File: src/rtl/eecs151_pkg.sv
// rtl/eecs151_pkg.sv - shared FIFO sizing constants and pointer-width helpers
package eecs151_pkg;

  localparam int FIFO_MIN_DEPTH = 2;
  localparam int MAX_PTR_W      = 32;

  // Widest pointer any FIFO in this slice may use; locals narrow it to AW+1 bits.
  typedef logic [MAX_PTR_W-1:0] ptr_t;

  // Pointer width including the wrap bit.
  function automatic int ptr_width(input int depth);
    return $clog2(depth) + 1;
  endfunction

  function automatic bit is_pow2(input int value);
    return (value > 0) && ((value & (value - 1)) == 0);
  endfunction

endpackage

File: src/rtl/fifo_ram_2p.sv
// rtl/fifo_ram_2p.sv - storage array with one synchronous write port and one asynchronous read port
module fifo_ram_2p #(
  parameter int DWIDTH = 32,
  parameter int AWIDTH = 3,
  parameter int DEPTH  = 8
) (
  input  logic              clk,
  input  logic              we,
  input  logic [AWIDTH-1:0] waddr,
  input  logic [DWIDTH-1:0] wdata,
  input  logic [AWIDTH-1:0] raddr,
  output logic [DWIDTH-1:0] rdata
);

  logic [DWIDTH-1:0] mem [DEPTH];

  always_ff @(posedge clk) begin
    if (we) mem[waddr] <= wdata;
  end

  assign rdata = mem[raddr];

endmodule

File: src/rtl/param_fifo.sv
// rtl/param_fifo.sv - first-word-fall-through FIFO with valid/ready on both sides
// Optional occupancy count and almost_full outputs under EECS151_FIFO_LEVEL_EN.
module param_fifo
  import eecs151_pkg::*;
#(
  parameter int WIDTH  = 32,
  parameter int DEPTH  = 8,
  parameter int AF_LVL = 6
) (
  input  logic                    clk,
  input  logic                    rst_n,
  input  logic                    enq_valid,
  output logic                    enq_ready,
  input  logic [WIDTH-1:0]        enq_data,
  output logic                    deq_valid,
  input  logic                    deq_ready,
  output logic [WIDTH-1:0]        deq_data
`ifdef EECS151_FIFO_LEVEL_EN
  ,
  output logic [$clog2(DEPTH):0]  count,
  output logic                    almost_full
`endif
);

  localparam int AW = ptr_width(DEPTH) - 1;
  localparam logic [AW:0] PTR_ONE = 1;

  if (DEPTH < FIFO_MIN_DEPTH || !is_pow2(DEPTH)) begin : g_bad_depth
    $error("param_fifo: DEPTH must be a power of two and at least 2");
  end

  logic [AW:0] wr_ptr;
  logic [AW:0] rd_ptr;
  logic        empty;
  logic        full;
  logic        enq_fire;
  logic        deq_fire;

  assign empty = (wr_ptr == rd_ptr);
  assign full  = (wr_ptr[AW-1:0] == rd_ptr[AW-1:0]) && (wr_ptr[AW] != rd_ptr[AW]);

  // Flags come from registered pointers only, so no input-to-output path exists.
  assign enq_ready = rst_n && !full;
  assign deq_valid = !empty;
  assign enq_fire  = enq_valid && enq_ready;
  assign deq_fire  = deq_valid && deq_ready;

  always_ff @(posedge clk or negedge rst_n) begin
    if (!rst_n) begin
      wr_ptr <= '0;
      rd_ptr <= '0;
    end else begin
      if (enq_fire) wr_ptr <= wr_ptr + PTR_ONE;
      if (deq_fire) rd_ptr <= rd_ptr + PTR_ONE;
    end
  end

  fifo_ram_2p #(
    .DWIDTH (WIDTH),
    .AWIDTH (AW),
    .DEPTH  (DEPTH)
  ) u_ram (
    .clk   (clk),
    .we    (enq_fire),
    .waddr (wr_ptr[AW-1:0]),
    .wdata (enq_data),
    .raddr (rd_ptr[AW-1:0]),
    .rdata (deq_data)
  );

`ifdef EECS151_FIFO_LEVEL_EN
  localparam logic [AW:0] AF_THR = AF_LVL[AW:0];

  if (AF_LVL < 1 || AF_LVL > DEPTH - 1) begin : g_bad_af
    $error("param_fifo: AF_LVL must lie in 1..DEPTH-1");
  end

  logic [AW:0] level;

  always_ff @(posedge clk or negedge rst_n) begin
    if (!rst_n) begin
      level <= '0;
    end else if (enq_fire && !deq_fire) begin
      level <= level + PTR_ONE;
    end else if (deq_fire && !enq_fire) begin
      level <= level - PTR_ONE;
    end
  end

  assign count       = level;
  assign almost_full = (level >= AF_THR);
`endif

endmodule
File: config.mk
export PLATFORM = sky130hd
export DESIGN_NAME = param_fifo
export DESIGN_NICKNAME = d
export VERILOG_FILES = /design/src/rtl/eecs151_pkg.sv /design/src/rtl/fifo_ram_2p.sv /design/src/rtl/param_fifo.sv
export SDC_FILE = /design/constraint.sdc
export NUM_CORES = 1
export LEC_CHECK = 0
export BUFFER_PORTS_ARGS = -buffer_cell sky130_fd_sc_hd__buf_2
export CELL_PAD_IN_SITES_DETAIL_PLACEMENT = 1
export CELL_PAD_IN_SITES_GLOBAL_PLACEMENT = 1
export CORE_MARGIN = 2
export CORE_UTILIZATION = 35
export CTS_BUF_LIST = sky130_fd_sc_hd__clkbuf_8
export DETAILED_ROUTE_END_ITERATION = 7
export GPL_TIMING_DRIVEN = 1
export PLACE_DENSITY = 0.56
export SYNTH_ARGS = -nofsm -noshare
export SYNTH_HDL_FRONTEND = slang
export SYNTH_SLANG_ARGS = --single-unit
File: constraint.sdc
create_clock -name clk -period 8.4 [get_ports clk]
set_input_delay 0.84 -clock clk [delete_from_list [all_inputs] [get_ports clk]]
set_output_delay 0.84 -clock clk [all_outputs]
set_load 0.02 [all_outputs]
**After elaboration in Yosys (flattened, before gate mapping)**

Memories as Yosys holds them, arrays and structs flattened.
Index checks and enable logic that the tools add are counted.

- Add/subtract/negate cells: 2
- Eq/ne operators: 3
- Mux-type cells: 2
- Reductions and logical operators: 6

Operators with widths:

| operator | count |
|---|---|
| $add 4x1->4 const B | 2 |
| $eq 4x4->1 | 1 |
| $logic_and 1x1->1 | 4 |
| $eq 3x3->1 | 1 |
| $logic_not 1->1 | 2 |
| $mux 1 | 2 |
| $ne 1x1->1 | 1 |

- Register bits after elaboration: 8
- RAM bits: 256
- Bits of input ports: 36
- Memories kept: 1

Memory list:

| name | words | width | rd ports | clocked after memory_dff | wr ports | line | RTL |
|---|---|---|---|---|---|---|---|
| u_ram.mem | 8 | 32 | 1 | 0 | 1 | fifo_ram_2p.sv:15 | `logic [DWIDTH-1:0] mem [DEPTH];` |

**Logic depth before layout (Yosys ltp)**

- Word-level depth: 7
- Depth in mapped cells: 6

**Cells and area by module**

From an unflattened synthesis, not the netlist that was laid out.

- Cell total of the unflattened synthesis: 423
- Area total of the unflattened synthesis: 10,277.4 um^2

Modules (own cells, without submodules):

| module | times used | cells each | area each (um^2) |
|---|---|---|---|
| fifo_ram_2p | 1 | 383 | 9,825.7 |
| param_fifo | 1 | 40 | 451.7 |

**Least setup slack after synthesis**

Ideal clock, no wire load.

- Path kind: input -> register
- Start: input port enq_valid
- End: memory u_ram.mem[0][0] (enable)
- Setup time: 0.461 ns
- Arrival: 3.510 ns
- Data required time: 7.939 ns
- Path slack: 4.429 ns
- Stages on the path: 4
- Buffers on the path: 0
- Path through: nand2_1 > a41oi_2 > nand2_1 > nor3_1

- Longest elaborated chain between the ends: 3

RTL lines:

| element | line | RTL |
|---|---|---|
| start, declared | param_fifo.sv:12 | `input logic enq_valid,` |
| $logic_and 1x1->1 | param_fifo.sv:45 | `assign enq_fire = enq_valid && enq_ready;` |
| $mux 1 | fifo_ram_2p.sv:18 | `if (we) mem[waddr] <= wdata;` |
| $mux 1 (not written as such) | fifo_ram_2p.sv:18 |  |
| end, declared | fifo_ram_2p.sv:15 |  |

Every way passes these cells.

**Worst setup path in the final report**

- Start: register rd_ptr[0]
- End: output port deq_data[21]

- Longest elaborated chain between the ends: 1

RTL lines:

| element | line | RTL |
|---|---|---|
| start, declared | param_fifo.sv:33 | `logic [AW:0] rd_ptr;` |
| start signal, assigned | param_fifo.sv:54 | `if (deq_fire) rd_ptr <= rd_ptr + PTR_ONE;` |
| $mem_v2 8x32 | n/a |  |
| end, declared | param_fifo.sv:17 | `output logic [WIDTH-1:0] deq_data` |

Every way passes these cells.

==> summary.txt <==
Layout
  – Final instance area: around 0.012 mm2
  – Final #Nets: 565
  – Post-route insts no fill: approximately 940
  – Most frequent cells in the layout: 256 x edfxtp_1, 69 x buf_2, 59 x mux4_2
  – Post-Route Utilization: around two fifths
  – Layout cells sized above 1: between 40% and 50%
  – Area grow syn2layout: 14.9%
  – Most common cell after layout, fill and taps aside: edfxtp_1

Place
  – Placed Area: roughly 0.011 mm2
  – IO Port Bufs: 69
  – Placed wire-length estimate: roughly 11,000 um
  – Placed cells: approximately 860
  – GP Congestion: slightly below 0.7

CTS
  – CTS H-tree depth: 2
  – CTS tree: yes
  – CTS root buf: clkbuf_8
  – Bufs on Longest Clock Path: 3
  – TritonCTS buffer count: 46
  – Clk_lat worst skew: 0.54 ns
  – Setup Buffers After CTS: 0
  – CTS clk-pin slew, worst paths: roughly 0.060 ns
  – Clock sinks: between 200 and 300
  – Hold-fix buffers, CTS: 0
  – Post-cts sizing count: 0

Timing
  – Unrepaired setup endpoints after global routing: no
  – Slew Limit Headroom: 16.8%
  – Final Hold Viols: 0
  – Clk_skew: roughly 0.011 ns
  – Final worst path period share: between 40% and 50%
  – Setup violations, final: 0
  – Fmax achieved: 243 MHz
  – Minimum clock period: 4.12 ns
  – Max-slew violation count: 0
  – Worst Max-Slew Pin Slew: 1.24 ns
  – Setup total negative slack: 0 ns

Routing
  – Remaining antenna violation count: 0
  – Final WL: between 20,000 and 25,000 um
  – Via density: 4.90
  – Initial drt markers: roughly 280
  – Routed vias: approximately 4,600
  – DRC: 0
  – DR WL/cell: ~22 um
  – Number of detailed-route iterations in the first pass: 4

Global route
  – Most Crowded Layer GR: met2
  – Grt met3 use: approximately 2.8%
  – Global-route wire length before repair: ~32,000 um
  – Antenna violations before repair: 1
  – Global route total overflow: 0
  – Vias in the first global route: 5,323
  – Grt met1 use: a little under a fifth
  – Largest net degree at the start of global routing: 69
  – Met2 global-route usage: between 20 and 25%
  – Total track usage: approximately 14%

Floorplanning
  – Initial Util: a little over a third
  – Row count: between 60 and 70
  – Top Ports: 70
  – Die ar.: 0.0308 mm2
  – Die W: between 150 and 200 um
  – Core Area: 0.0288 mm2
  – Die Ht: ~180 um

Synth
  – Yosys warns: 0
  – Most used DFF post-synth: edfxtp_1
  – Synth Instances: roughly 420
  – Mean Syn Cell Area: 24.3 um2
  – Cell area after synthesis: between 0.01 and 0.015 mm2
  – Synth Register Bits: around 260
  – Syn nets: ~460
  – Distinct cells, synth: 33
  – Post-synth ARST share: under 10%
  – Number of synthesized flops with an enable pin: between 200 and 300
  – Sequential area share after synthesis: between 70% and 80%

Worst setup path
  – Startpoint Class: register
  – Crit path kind: reg2out
  – Setup crit start: rd_ptr[0]
  – Critical Path RT: about 7.6 ns
  – Worst-path fanout max: 41
  – Crit path cell chain: buf_4 -> mux4_1 -> mux2_4 -> buf_2
  – Reg2reg start: rd_ptr[1]
  – Critical Path AT: approximately 3.3 ns
  – Crit. End Element: primary output
  – Crit-path slowest cell: dfrtp_4
  – Max incr delay on CP: a little under 0.8 ns

Run
  – Number of max-cap violations: 0

Power and ir drop
  – VDD IR max: approximately 0.13 mV
  – P_leak: 0.00392 uW
  – PD cells: around 340 mW/mm2
  – Pwr Total: 3960 uW

Status
  – Outcome: complete, no violations

Hold path
  – Min-delay worst type: in2async
-- cell type report --
type                            count  area [um2]
Antenna cell                        1        2.50
Clock buffer                       47         647
Clock inverter                     25         104
Fill cell                        2714       17000
Inverter                            2        7.51
Multi-Input combinational cell    138        2280
Sequential cell                   264        7900
Tap cell                          384         480
Timing Repair Buffer               75         390
-- metal layers --
layer  vias to the layer above  part of all wire, %
met5                         -                    0
met4                         0                  3.1
met3                        51                  3.7
met2                       100                   49
met1                      2433                   44
li1                       2006                    -
-- registers in the layout, summed over array words and instances, names as in the netlist --
signal,cells
u_ram.mem,256
rd_ptr,4
wr_ptr,4
-- worst max-delay path, delay by kind of cell, from the launching register on --
family | cells | cell delay [ns]
DFF | 1 | 0.79
buffers and inverters | 2 | 0.92
muxes | 2 | 0.96
-- where the power goes --
group,switching [uW],total [uW],internal (uW)
Sequential,157,1740,1590
Combinational,613,1230,621
Clock,477,986,509
-- through the flow --
step,worst slack [ns],hold WS (ns)
3_3_place_gp,4.67,0.518
6_report,4.28,0.159
2_1_floorplan,4.43,0.502
4_1_cts,4.13,0.127
3_5_place_dp,4.52,0.549
5_1_grt,4.00,0.139
-- logic make-up (layout without fill, tap and decap cells) --
group	count (synthesis)	after routing	synth area share [%]
simple gates	22	22	1.02
buf+inv	22	149	1.67
compound gates	7	7	0.572
other cells	0	1	0
mux	99	99	19.0
fa+ha+maj	2	2	0.243
flops	264	264	76.7
xor+xnor	8	8	0.754
-- synthesized netlist by cell type (3+ instances only) --
| cell type | instances | area share (%) |
|---|---|---|
| buf_12 | 4 | 0.78 |
| buf_2 | 10 | 0.49 |
| clkbuf_1 | 4 | 0.15 |
| dfrtp_1 | 8 | 1.9 |
| edfxtp_1 | 256 | 75 |
| mux2_2 | 5 | 0.55 |
| mux2_4 | 28 | 4.1 |
| mux4_1 | 5 | 1.3 |
| mux4_2 | 59 | 13 |
| nand2_1 | 5 | 0.18 |
| nand2b_1 | 3 | 0.18 |
| nor2_1 | 5 | 0.18 |
| nor3_1 | 5 | 0.24 |
| xnor2_1 | 5 | 0.43 |
-- final timing paths --
path | to | slack [ns] | cells past startpoint
setup reg to reg | u_ram.mem[4][6] | 4.70 | 5
max in group asynchronous | rd_ptr[1] | 8.02 | 1
hold / removal | rd_ptr[0] | 0.16 | 1
setup / recovery | deq_data[21] | 4.28 | 4
hold reg to reg | wr_ptr[3] | 0.55 | 1
min in group clk | wr_ptr[3] | 0.55 | 1
Note: power is estimated with default switching activity, not from simulation.
